[src/rtl/serial_lane_arbiter.sv]
// serial_lane_arbiter: shares one 8-bit parallel-to-serial lane among NREQ byte
// sources. At each byte-slot boundary it picks a round-robin winner, or an idle
// filler byte when nobody requests. It then holds that byte on the serializer's
// parallel input for 8 bit-times.
//
// Ports:
//   CLK        rising-edge clock, one serial bit per cycle
//   RESET      asynchronous active-low reset
//   REQ        per-requester byte-pending flags (held until ACK)
//   DATA_IN    byte of requester i on bits [8i+7:8i]
//   IDLE_EN    send IDLE_BYTE in slots with no request
//   ACK        one-hot, one-cycle capture pulse
//   SER_DATA   byte for the serializer, stable for the whole slot
//   SER_VALID  high during every cycle of an active slot
//   SER_LOAD   high on the first cycle of each slot
//   SER_IDLE   high for the whole slot when it carries IDLE_BYTE
//   GRANT_ID   owner of the current slot (0 for idle slots)
//   BIT_CNT    bit position within the current slot
module serial_lane_arbiter #(
    parameter int unsigned NREQ      = 4,
    parameter int unsigned IDW       = 2,
    parameter logic [7:0]  IDLE_BYTE = 8'hBC
) (
    input  logic              CLK,
    input  logic              RESET,
    input  logic [NREQ-1:0]   REQ,
    input  logic [8*NREQ-1:0] DATA_IN,
    input  logic              IDLE_EN,
    output logic [NREQ-1:0]   ACK,
    output logic [7:0]        SER_DATA,
    output logic              SER_VALID,
    output logic              SER_LOAD,
    output logic              SER_IDLE,
    output logic [IDW-1:0]    GRANT_ID,
    output logic [2:0]        BIT_CNT
);

    localparam int unsigned CNTW = 3;

    typedef enum logic {
        ST_IDLE = 1'b0,
        ST_SLOT = 1'b1
    } state_t;

    state_t            state_q, state_d;
    logic [IDW-1:0]    ptr_q, ptr_d;
    logic [CNTW-1:0]   bit_cnt_q, bit_cnt_d;
    logic [7:0]        data_q, data_d;
    logic              valid_q, valid_d;
    logic              load_q, load_d;
    logic              idle_q, idle_d;
    logic [IDW-1:0]    gid_q, gid_d;
    logic [NREQ-1:0]   ack_q, ack_d;

    logic              found;
    logic [IDW-1:0]    winner;
    logic              decision;

    // Round-robin scan starting at ptr, wrapping at NREQ-1 -> 0.
    always_comb begin
        int unsigned idx;
        found  = 1'b0;
        winner = '0;
        idx    = 0;
        for (int unsigned k = 0; k < NREQ; k++) begin
            idx = 32'(ptr_q) + k;
            if (idx >= NREQ) begin
                idx = idx - NREQ;
            end
            if (!found && REQ[idx]) begin
                found  = 1'b1;
                winner = IDW'(idx);
            end
        end
    end

    // A slot boundary: either nothing is running or the last bit is going out.
    assign decision = (state_q == ST_IDLE) || (bit_cnt_q == CNTW'(7));

    // Next-state and registered-output logic.
    always_comb begin
        state_d   = state_q;
        ptr_d     = ptr_q;
        bit_cnt_d = bit_cnt_q;
        data_d    = data_q;
        valid_d   = valid_q;
        load_d    = 1'b0;
        idle_d    = idle_q;
        gid_d     = gid_q;
        ack_d     = '0;

        if (decision) begin
            bit_cnt_d = '0;
            if (found) begin
                state_d = ST_SLOT;
                data_d  = DATA_IN[32'(winner)*8 +: 8];
                valid_d = 1'b1;
                load_d  = 1'b1;
                idle_d  = 1'b0;
                gid_d   = winner;
                ack_d   = NREQ'(1) << winner;
                ptr_d   = (32'(winner) == NREQ - 1) ? '0 : winner + IDW'(1);
            end else if (IDLE_EN) begin
                state_d = ST_SLOT;
                data_d  = IDLE_BYTE;
                valid_d = 1'b1;
                load_d  = 1'b1;
                idle_d  = 1'b1;
                gid_d   = '0;
            end else begin
                // Lane goes quiet; SER_DATA keeps the last byte sent.
                state_d = ST_IDLE;
                valid_d = 1'b0;
                idle_d  = 1'b0;
                gid_d   = '0;
            end
        end else begin
            bit_cnt_d = bit_cnt_q + CNTW'(1);
        end
    end

    // State and output registers; reset abandons any slot in flight.
    always_ff @(posedge CLK or negedge RESET) begin
        if (!RESET) begin
            state_q   <= ST_IDLE;
            ptr_q     <= '0;
            bit_cnt_q <= '0;
            data_q    <= '0;
            valid_q   <= 1'b0;
            load_q    <= 1'b0;
            idle_q    <= 1'b0;
            gid_q     <= '0;
            ack_q     <= '0;
        end else begin
            state_q   <= state_d;
            ptr_q     <= ptr_d;
            bit_cnt_q <= bit_cnt_d;
            data_q    <= data_d;
            valid_q   <= valid_d;
            load_q    <= load_d;
            idle_q    <= idle_d;
            gid_q     <= gid_d;
            ack_q     <= ack_d;
        end
    end

    assign ACK       = ack_q;
    assign SER_DATA  = data_q;
    assign SER_VALID = valid_q;
    assign SER_LOAD  = load_q;
    assign SER_IDLE  = idle_q;
    assign GRANT_ID  = gid_q;
    assign BIT_CNT   = bit_cnt_q;

endmodule

[config.mk]
export PLATFORM = sky130hd
export DESIGN_NAME = serial_lane_arbiter
export DESIGN_NICKNAME = d
export VERILOG_FILES = /design/src/rtl/serial_lane_arbiter.sv
export SDC_FILE = /design/constraint.sdc
export NUM_CORES = 1
export LEC_CHECK = 0
export ABC_AREA = 1
export CAP_MARGIN = 20
export CORE_MARGIN = 2
export CORE_UTILIZATION = 48
export DETAILED_ROUTE_END_ITERATION = 6
export PLACE_DENSITY = 0.89
export SLEW_MARGIN = 15
export SYNTH_ARGS = -nofsm -noshare
export SYNTH_HDL_FRONTEND = slang
export SYNTH_SLANG_ARGS = --single-unit
[constraint.sdc]
create_clock -name CLK -period 3.4 [get_ports CLK]
set_clock_uncertainty 0.1 [all_clocks]
set_input_delay 0.51 -clock CLK [delete_from_list [all_inputs] [get_ports CLK]]
set_output_delay 0.51 -clock CLK [all_outputs]
set_load 0.02 [all_outputs]
==> After elaboration in Yosys (flattened, before gate mapping) <==
Cells that the tools add are included.
Widths: inputs -> output; s select.
{ "totals": {"regBits": 22, "input_bits": 39, "output_inout_bits": 20, "word_cells": 71} }
{ "op_classes": {"n_addsub": 9, "order_cmp": 8, "eq_ne": 2, "shift": 2, "mux": 31, "bitwise": 1, "reduce_logical": 10} }
{ "op_table": {"columns": ["operator", "count"], "rows": [
  ["$lt 32x3->1 const B", 4],
  ["$mux 32", 4],
  ["$shiftx 32x6->8", 1],
  ["$mux 8", 2],
  ["$mux 1", 12],
  ["$mux 2", 6],
  ["$sub 3x3->4 const B", 3],
  ["$ge 3x3->1 const B", 3],
  ["$bmux 1 s2", 4],
  ["$mux 4", 2],
  ["$add 2x2->3 const B", 2],
  ["$reduce_and 2->1", 2],
  ["$shl 1x2->4 const A", 1],
  ["$sub 2x3->4 const B", 1],
  ["$add 2x1->3 const B", 1],
  ["$add 3x1->3 const B", 1],
  ["$eq 3x3->1 const B", 1],
  ["$ge 2x3->1 const B", 1],
  ["$logic_and 1x1->1", 3],
  ["$logic_not 1->1", 3],
  ["$mux 3", 1],
  ["$add 2x1->2 const B", 1],
  ["$eq 2x2->1 const B", 1],
  ["$reduce_bool 2->1", 1],
  ["other kinds (2)", 2]
]} }

==> Depth between registers and ports, before layout <==
Gate-level depths: netlist (run 1).
{ "depth": {"depth_word": 17, "ltp_mapped": 17, "depth_no_buf": 15} }

==> Worst setup path after synthesis (run 1) <==
No wires, ideal clock.
{ "synth_timing": {"path_kind": "reg2reg", "startpoint": "register ptr_q[0]", "endpoint": "register ptr_q[1]", "setup_time_ns": 0.123, "t_arrival_ns": 1.743, "required_ns": 3.177, "path_slack_ns": 1.434, "stages_incl_launch_ff": 14, "n_path_buf": 2, "period_less_slack_ns": 1.966, "cell_sequence": "dfrtp_1 -> buf_6 -> inv_6 -> nand2_1 -> nand3_2 -> nand2_4 -> nor2_8 -> nand3b_4 -> nand2_4 -> buf_6 -> inv_1 -> ha_1 -> nand2_1 -> o21ai_1"} }
{ "synth_via": {"elab_chain_cells": 16, "elab_cells_between_ends": 41, "cone_classes": "add/sub (8); order compare (4); eq/ne (1); mux (21); reduce/logical (7)"} }
{ "synth_lines": {"columns": ["element", "line", "rtl"], "rows": [
  ["start, declared", "46", "logic [IDW-1:0] ptr_q, ptr_d;"],
  ["start signal, assigned", "136", "ptr_q <= ptr_d;"],
  ["branches (longest 16 deep; another with $sub 3x3->4)", null, null]
]} }
Several ways; the timed one is not identified. The select of a mux whose other input is x is not followed.
A chain may end at the register's enable or synchronous reset.

==> Final worst setup path (run 1) <==
Same ends and word-level chain as after synthesis.

==> results.txt, run 1 <==
The number of antenna violations at the first check in global routing was 0. The minimum setup slack among reg-to-reg paths is between 800 and 900 ps. The net total in the final layout came out at 328. After layout, the minimum clock period comes to roughly 2500 ps. After detailed routing, the average wire length per cell comes to 11.7 um. Along the worst hold path, the cell count comes to 2.

Setup repair after global routing left no endpoint under its margin. The buffer and inverter count on the worst path came out at 2. The count of maximum capacitance violations came out at 0. The share of final-layout standard cells stronger than drive strength 1 came out at 11.0%. The highest attainable clock frequency is 398 MHz. The delay contributed by the slowest stage of the critical path is 660 ps. The switching power as a share of total power came out at a little over half. The number of standard-cell rows in the floorplan is 21. The sequential share of the synthesized area is around a third.

The net switching power of the design came out at 0.00123 W. The die is roughly 62 um tall. The antenna violation net count after detailed routing came out at 0.

The most numerous cell type found on the critical path is sky130_fd_sc_hd__nand2_1. The setup total negative slack came out at 0 ps. The clock slew seen by the registers of the worst setup and hold paths came out at about 110 ps. The floorplan die area is slightly below 0.004 mm2. The number of cells produced by synthesis came out at 226. The worst path uses between 70% and 80% of the clock period. The library cell used as clock root buffer is sky130_fd_sc_hd__clkbuf_4. STA classifies the critical path startpoint as a register. The final count of negative-setup-slack endpoints is 0. For this block, the initial DRC count from the detailed router was 75.

The proportion of power drawn by flip-flops and latches came out at 20.2%. The relative contribution of the clock network to total power came out at about 6.1%. The number of diodes added for antenna fixing came out at 0. The data arrival time of the critical path is 2600 ps. Before CTS, the worst setup slack after placement is 608 ps. The most critical setup path has its endpoint at ptr_q[1]. The post-synth design cell area came out at ~0.0016 mm2. Compared with the post-synthesis result, the final layout area differs by 38.0%. Before antenna repair, the detailed router went through 4 iterations. The number of buffers added on ports is 58. TritonCTS built the clock tree. The starting density of the core is roughly 49%.

By area the synthesized netlist is led by sky130_fd_sc_hd__dfrtp_1 (34%), sky130_fd_sc_hd__nand2_1 (14%), sky130_fd_sc_hd__nand3_1 (13%). The worst slew margin relative to its limit is 63.9%. The launching instance or port of the critical path is ptr_q[0]. The total DRC errors in the routed layout came out at 0. The final worst slack came out at ~890 ps.

The number of nets produced by synthesis is around 270. The number of vias per cell came out at 4.85. The routed layout has between 1.5k and 2k vias. The cell at the slowest stage of the critical path is sky130_fd_sc_hd__dfrtp_1. The number of global-route vias before repair is 1424. The count of boundary I/O pins is 59.

Broken down by cell family, the worst path's largest delay share belongs to simple AND/OR/NAND/NOR gates. The number of levels in the clock H-tree came out at 1. Clock tree synthesis inserted a total of 3 buffers. The synthesized design contains 22 register bits.

The top cell types in the final layout, fill and taps aside, are sky130_fd_sc_hd__nand2_1 (59), sky130_fd_sc_hd__clkdlybuf4s50_1 (58), sky130_fd_sc_hd__nand3_1 (44). The number of buffers on the longest clock path is 2. The most heavily used metal layer in global routing is met2.

The type of destination of the critical path is a register. In this run the mean area of a mapped cell was just over 7 um2. The final hold violation count is 0. The number of cell instances on the worst register-to-register path came out at 13. The die span in x came out at 62.3 um. Traced cell by cell, the critical path runs through inv_6, nand2_1, nand2_1, nand2_2, nand2_4, nor2_8, nand3_1, nand3_1, nand2_1, inv_2, ha_1, nand2_1, o21ai_1. The core area came out at between 0.003 and 0.004 mm2. The maximum number of pins on one net before global-route repair came out at 23.

Counting distinct cell types in the post-synthesis netlist gives 21. The buffer count from post-CTS setup fixing is 0. The post-detailed-routing wire length is around 3800 um. For this run, global-route usage on met2 was measured as approximately 34%. The internal cell power came out at 0.00108 W. The library cell used most frequently in the layout, excluding fill and tap cells, is sky130_fd_sc_hd__nand2_1. Along the worst path, the maximum fanout reaches 12. At the end of routability-driven placement, the weighted congestion stood at 0.912.

The total power per unit cell area is 1030 mW/mm2. The count of hold-fix buffers inserted at cts came out at 0. The total stage count of the critical path is 13. The final number of max-transition violations was 0. The category of the most critical setup path is reg -> reg.

The startpoint identified for the worst register-to-register timing path is ptr_q[0]. The total grt overflow came out at 0. The measured slew at the worst slew-check pin is 540 ps. The filler cells instantiated in the layout total 286.

The worst-skew pair later-pin latency is 300 ps. The worst min-delay path category is reg -> reg. The data required time of the critical path came out at 3490 ps. The overall global routing resource usage is about a fifth. The Yosys warning count is 0. The first global-routing pass estimated between 6000 and 7000 um of wire. IR analysis of the VDD net gives a maximum drop of around 0.00065 V. The leakage power of the design came out at between 1 and 1.5 nW. Of all cell types, the one taking the most synthesized area is sky130_fd_sc_hd__dfrtp_1. The met1 global-route usage is 27.4%. The clock net in this run drives a total of 22 sinks.

The relative contribution of combinational cells to total power is between 70% and 80%. After synthesis, the largest area contributor takes up 33.7% of total cell area. The destination of the worst register-to-register timing path is ptr_q[1]. The number of gates resized after cts is 0.

The run finished with clean final reports. The global routing usage on met3 is 3.08%. The wire-length estimate of the detail-placed layout is 2940 um.
[per-layer routing]
metal / wire length [um] / share of wire (%)
met1: 1650 / 43
met2: 1820 / 48
met3: 291 / 7.6
met4: 70 / 1.8
met5: 0 / 0
[flip-flops by register name, summed over array words and instances, names as in the netlist]
name       flops
ACK            4
BIT_CNT        3
GRANT_ID       2
SER_DATA       8
SER_IDLE       1
SER_LOAD       1
SER_VALID      1
ptr_q          2
[cell type report]
cell class / instances / area (um2) / area share [%]
Multi-Input combinational cell: 151 / 836 / 37.1
Timing Repair Buffer: 59 / 596 / 26.4
Sequential cell: 22 / 551 / 24.4
Inverter: 46 / 178 / 7.88
Tap cell: 46 / 57.6 / 2.55
Clock buffer: 4 / 36.3 / 1.61
[Yosys cell counts]
cell	n
sky130_fd_sc_hd__buf_2	1
sky130_fd_sc_hd__buf_6	5
sky130_fd_sc_hd__clkbuf_4	1
sky130_fd_sc_hd__dfrtp_1	22
sky130_fd_sc_hd__ha_1	6
sky130_fd_sc_hd__inv_1	42
sky130_fd_sc_hd__inv_2	3
sky130_fd_sc_hd__inv_6	1
sky130_fd_sc_hd__nand2_1	59
sky130_fd_sc_hd__nand2_2	8
sky130_fd_sc_hd__nand2_4	9
sky130_fd_sc_hd__nand3_1	44
sky130_fd_sc_hd__nand3_2	3
sky130_fd_sc_hd__nand3b_4	1
sky130_fd_sc_hd__nand4_1	1
sky130_fd_sc_hd__nor2_1	8
sky130_fd_sc_hd__nor2_8	1
sky130_fd_sc_hd__o21ai_0	2
sky130_fd_sc_hd__o21ai_1	4
sky130_fd_sc_hd__or2_0	1
sky130_fd_sc_hd__or2_1	4
[worst reg2reg max path: stages, from the launching register on]
cell and delay, ps:
sky130_fd_sc_hd__dfrtp_1 660, sky130_fd_sc_hd__inv_6 110, sky130_fd_sc_hd__nand2_1 80, sky130_fd_sc_hd__nand2_1 90, sky130_fd_sc_hd__nand2_2 100, sky130_fd_sc_hd__nand2_4 60
sky130_fd_sc_hd__nor2_8 100, sky130_fd_sc_hd__nand3_1 80, sky130_fd_sc_hd__nand3_1 80, sky130_fd_sc_hd__nand2_1 270, sky130_fd_sc_hd__inv_2 270, sky130_fd_sc_hd__ha_1 260
sky130_fd_sc_hd__nand2_1 70, sky130_fd_sc_hd__o21ai_1 60
[per-stage QoR]
step	area (um2)	power, W	hold WS, ps	std cells	util [%]
2_1_floorplan	1630	0.00183	114	226	-
3_3_place_gp	2200	0.00213	348	323	66.5
3_5_place_dp	2200	0.00217	361	323	66.5
4_1_cts	2240	0.00232	378	327	67.6
5_1_grt	2250	0.00257	440	328	68.1
6_report	2250	0.00231	409	328	68.1
[worst min path at each step]
stage | from | to | slack (ps)
CTS | BIT_CNT[0] | BIT_CNT[0] | 380
detailed placement | BIT_CNT[0] | BIT_CNT[0] | 360
floorplan | RESET | ACK[0] | 110
finish | SER_DATA[1] | SER_DATA[1] | 410
global placement | BIT_CNT[0] | BIT_CNT[0] | 350
global route | SER_DATA[1] | SER_DATA[1] | 440
[power groups by stage]
stage	clock (W)	combinational [W]	sequential [W]
floorplan	0	0.00126	0.000566
global placement	0	0.00166	0.000467
detailed placement	0	0.00170	0.000473
CTS	0.000144	0.00171	0.000466
global route	0.000158	0.00192	0.000487
finish	0.000142	0.00171	0.000467
[logic make-up after synthesis]
group / synth area share, %
flops: 33.7
buf+inv: 15.1
compound gates: 1.84
fa+ha+maj: 4.60
simple gates: 44.8
Note: power is estimated with default switching activity, not from simulation.
==> run 2, diff against run 1 <==
--- a/config.mk
+++ b/config.mk
@@ -8,9 +8,9 @@
 export ABC_AREA = 1
 export CAP_MARGIN = 20
 export CORE_MARGIN = 2
-export CORE_UTILIZATION = 48
+export CORE_UTILIZATION = 40
 export DETAILED_ROUTE_END_ITERATION = 6
-export PLACE_DENSITY = 0.89
+export PLACE_DENSITY = 0.8
 export SLEW_MARGIN = 15
 export SYNTH_ARGS = -nofsm -noshare
 export SYNTH_HDL_FRONTEND = slang
==> constraint.sdc (replaced) <==
create_clock -name CLK -period 2 [get_ports CLK]
set_clock_uncertainty 0.1 [all_clocks]
set_input_delay 0.3 -clock CLK [delete_from_list [all_inputs] [get_ports CLK]]
set_output_delay 0.3 -clock CLK [all_outputs]
set_load 0.02 [all_outputs]
==> results.txt, run 2 (synthesized netlist as in run 1, its figures left out) <==
The clock sink count came out at 22. Entering global routing, the biggest net connects 23 pins. The area taken by multi-input logic gates is between 800 and 900 um2.

TritonCTS built the clock tree. Across the whole layout, storage elements account for 552 um2. Port buffering added 58 buffers. The net total in the final layout came out at 354. Counting the buffers created by CTS gives 3. Data on the critical path arrives at its endpoint at 2060 ps. The placer's final routability congestion estimate came out at 0.780.

The number of DRC markers in iteration 0 is 40. The floorplan step defined a die boundary enclosing 0.00461 mm2. At the pin with the least slew margin, the transition time is 280 ps. The flip-flop count of the largest register, all copies and words added came out at 8. The core region is 0.00397 mm2.

The worst-skew pair later-pin latency came out at ~260 ps. Headroom to the max-slew limit came out at between 80% and 90%. The total DRC errors in the routed layout came out at 0. The critical path is of the reg -> reg type.

The cell at the slowest stage of the critical path is sky130_fd_sc_hd__dfrtp_2. The number of search-and-repair iterations in the first detailed-routing pass is 4. The data required time of the critical path is 2060 ps. The count of hold-fix buffers inserted at cts is 0.

The worst min-delay path category is in -> async. The routed length per instance came out at 11.5 um. The share of the clock period used by the worst path after layout came out at 100%. The final number of max-transition violations was 0. The kind of start point of the critical path is a register.

The worst-case setup slack after placement is -189 ps. The number of antenna violations at the first check in global routing is 0. The time the worst path needs with I/O delays and setup is 2000 ps.

By instance count, the cell type seen most on the critical path is sky130_fd_sc_hd__nand2_4. The highest attainable clock frequency came out at 500 MHz. The count of non-filler cells in the finished layout is 358.

The final hold violation count came out at 0. In the layout the commonest cells are sky130_fd_sc_hd__clkdlybuf4s50_1 (58), sky130_fd_sc_hd__nand2_1 (49), sky130_fd_sc_hd__nand3_1 (39). The flow ran to the end, and the final reports show no timing, DRC or antenna violations. Dividing the detail-routed via count by the number of cells gives 4.69. The overall global routing resource usage is 18.0%. The number of cells after detailed placement is 347. The total grt overflow is 0. In this run the remaining antenna-violating nets after routing total 0. The total number of vias is 1678. The post-detailed-routing wire length is 4100 um. The number of levels in the clock H-tree came out at 1.

Leaving out fill and tap cells, the most frequent cell in the layout is sky130_fd_sc_hd__clkdlybuf4s50_1. The count of maximum capacitance violations came out at 0. After clock tree synthesis, the clock-pin slew on the worst setup and hold paths is 80 ps. Setup violations remaining at the end of the flow were counted as 0.

The peak fanout along the critical path came out at 7. The design draws 0.00520 W. The worst setup path is captured at a register.

CTS placed an instance of sky130_fd_sc_hd__clkbuf_8 at the clock tree root. Walking the worst path, the cells encountered are buf_6, nand2_4, nand2_4, nand2_4, nand2_4, nor2_8, nand3b_4, buf_6, nand2_4, nand2_4, or2_1, nand2_1, inv_1. The final worst slack came out at just over 0.7 ps. The die boundary height came out at 67.9 um. The total half-perimeter wirelength after legalization and detailed placement is 3040 um. The starting density of the core came out at 41.1%.

The number of standard-cell rows in the floorplan came out at 23. The clock passes through at most 2 buffers. On the worst path, the slowest cell contributes a delay of 490 ps. The highest ir drop seen on vdd came out at a little over 0.0008 V. The total power per unit cell area came out at 2000 mW/mm2. Setup repair after global routing could not meet its margin everywhere. In the final layout, the share of cells above drive strength 1 is 25.6%.

The buffer and inverter count on the worst path came out at 3. The filler cells instantiated in the layout total 335. Broken down by cell family, the worst path's largest delay share belongs to simple AND/OR/NAND/NOR gates.

The leakage power of the design is 1.35 nW. The global-route wire length before repair came out at around 6300 um. The area added between synthesis and finish is 59.0%. The number of diodes added for antenna fixing came out at 0. The die span in x came out at 67.9 um. The count of boundary I/O pins is 59. The number of global-route vias before repair is 1516.
==> run 2: through the flow <==
stage          hold slack [ps]  utilization [%]  TNS, ps  cell area (um2)
5_1_grt                    305             65.4     -778             2600
3_3_place_gp               356             60.3    -1490             2390
3_5_place_dp               364             60.3    -2220             2390
2_1_floorplan            -95.6                -        0             1630
4_1_cts                    292             62.4        0             2480
6_report                   283             65.4        0             2600
==> run 2: power by group <==
| part | switching, W | internal [W] |
|---|---|---|
| combinational | 0.00214 | 0.00196 |
| clock | 0.000148 | 0.000176 |
| sequential | 0.000128 | 0.000651 |
| total | 0.00242 | 0.00279 |
==> run 2: timing repair <==
| item | CTS | global route |
|---|---|---|
| setup endpoints to repair | 12 | 12 |
| buffers inserted | 3 | 4 |
| gates cloned | 0 | 1 |
| gates resized for setup | 4 | 24 |
| pin swaps | 1 | 13 |
==> run 2: worst paths after layout <==
| kind | startpoint | endpoint | slack [ps] | cells after the start |
|---|---|---|---|---|
| min reg2reg | BIT_CNT[0] | BIT_CNT[0] | 370 | 1 |
| max in group asynchronous | RESET | ptr_q[0] | 1280 | 2 |
| max reg2reg | ptr_q[0] | SER_DATA[3] | 0.7 | 13 |
| min | RESET | ACK[2] | 280 | 2 |
| min in group CLK | BIT_CNT[0] | BIT_CNT[0] | 370 | 1 |
| max | ptr_q[0] | SER_DATA[3] | 0.7 | 13 |
==> run 2: routing by layer <==
| metal | global-route usage [%] | wire length (um) | up-vias | part of all wire [%] |
|---|---|---|---|---|
| li1 | - | - | 852 | - |
| met1 | 22.5 | 1750 | 773 | 43 |
| met2 | 32.4 | 2060 | 49 | 50 |
| met3 | 0.658 | 233 | 4 | 5.7 |
| met4 | 7.50 | 55 | 0 | 1.3 |
| met5 | 0 | 0 | - | 0 |
==> run 2: area by class of cell <==
type / count / area share, %
flip-flops and latches: 22 / 21.3
well taps: 50 / 2.41
inverters: 46 / 6.84
repair buffers: 85 / 33.0
multi-input cells: 151 / 34.4
clock buffers: 4 / 2.12
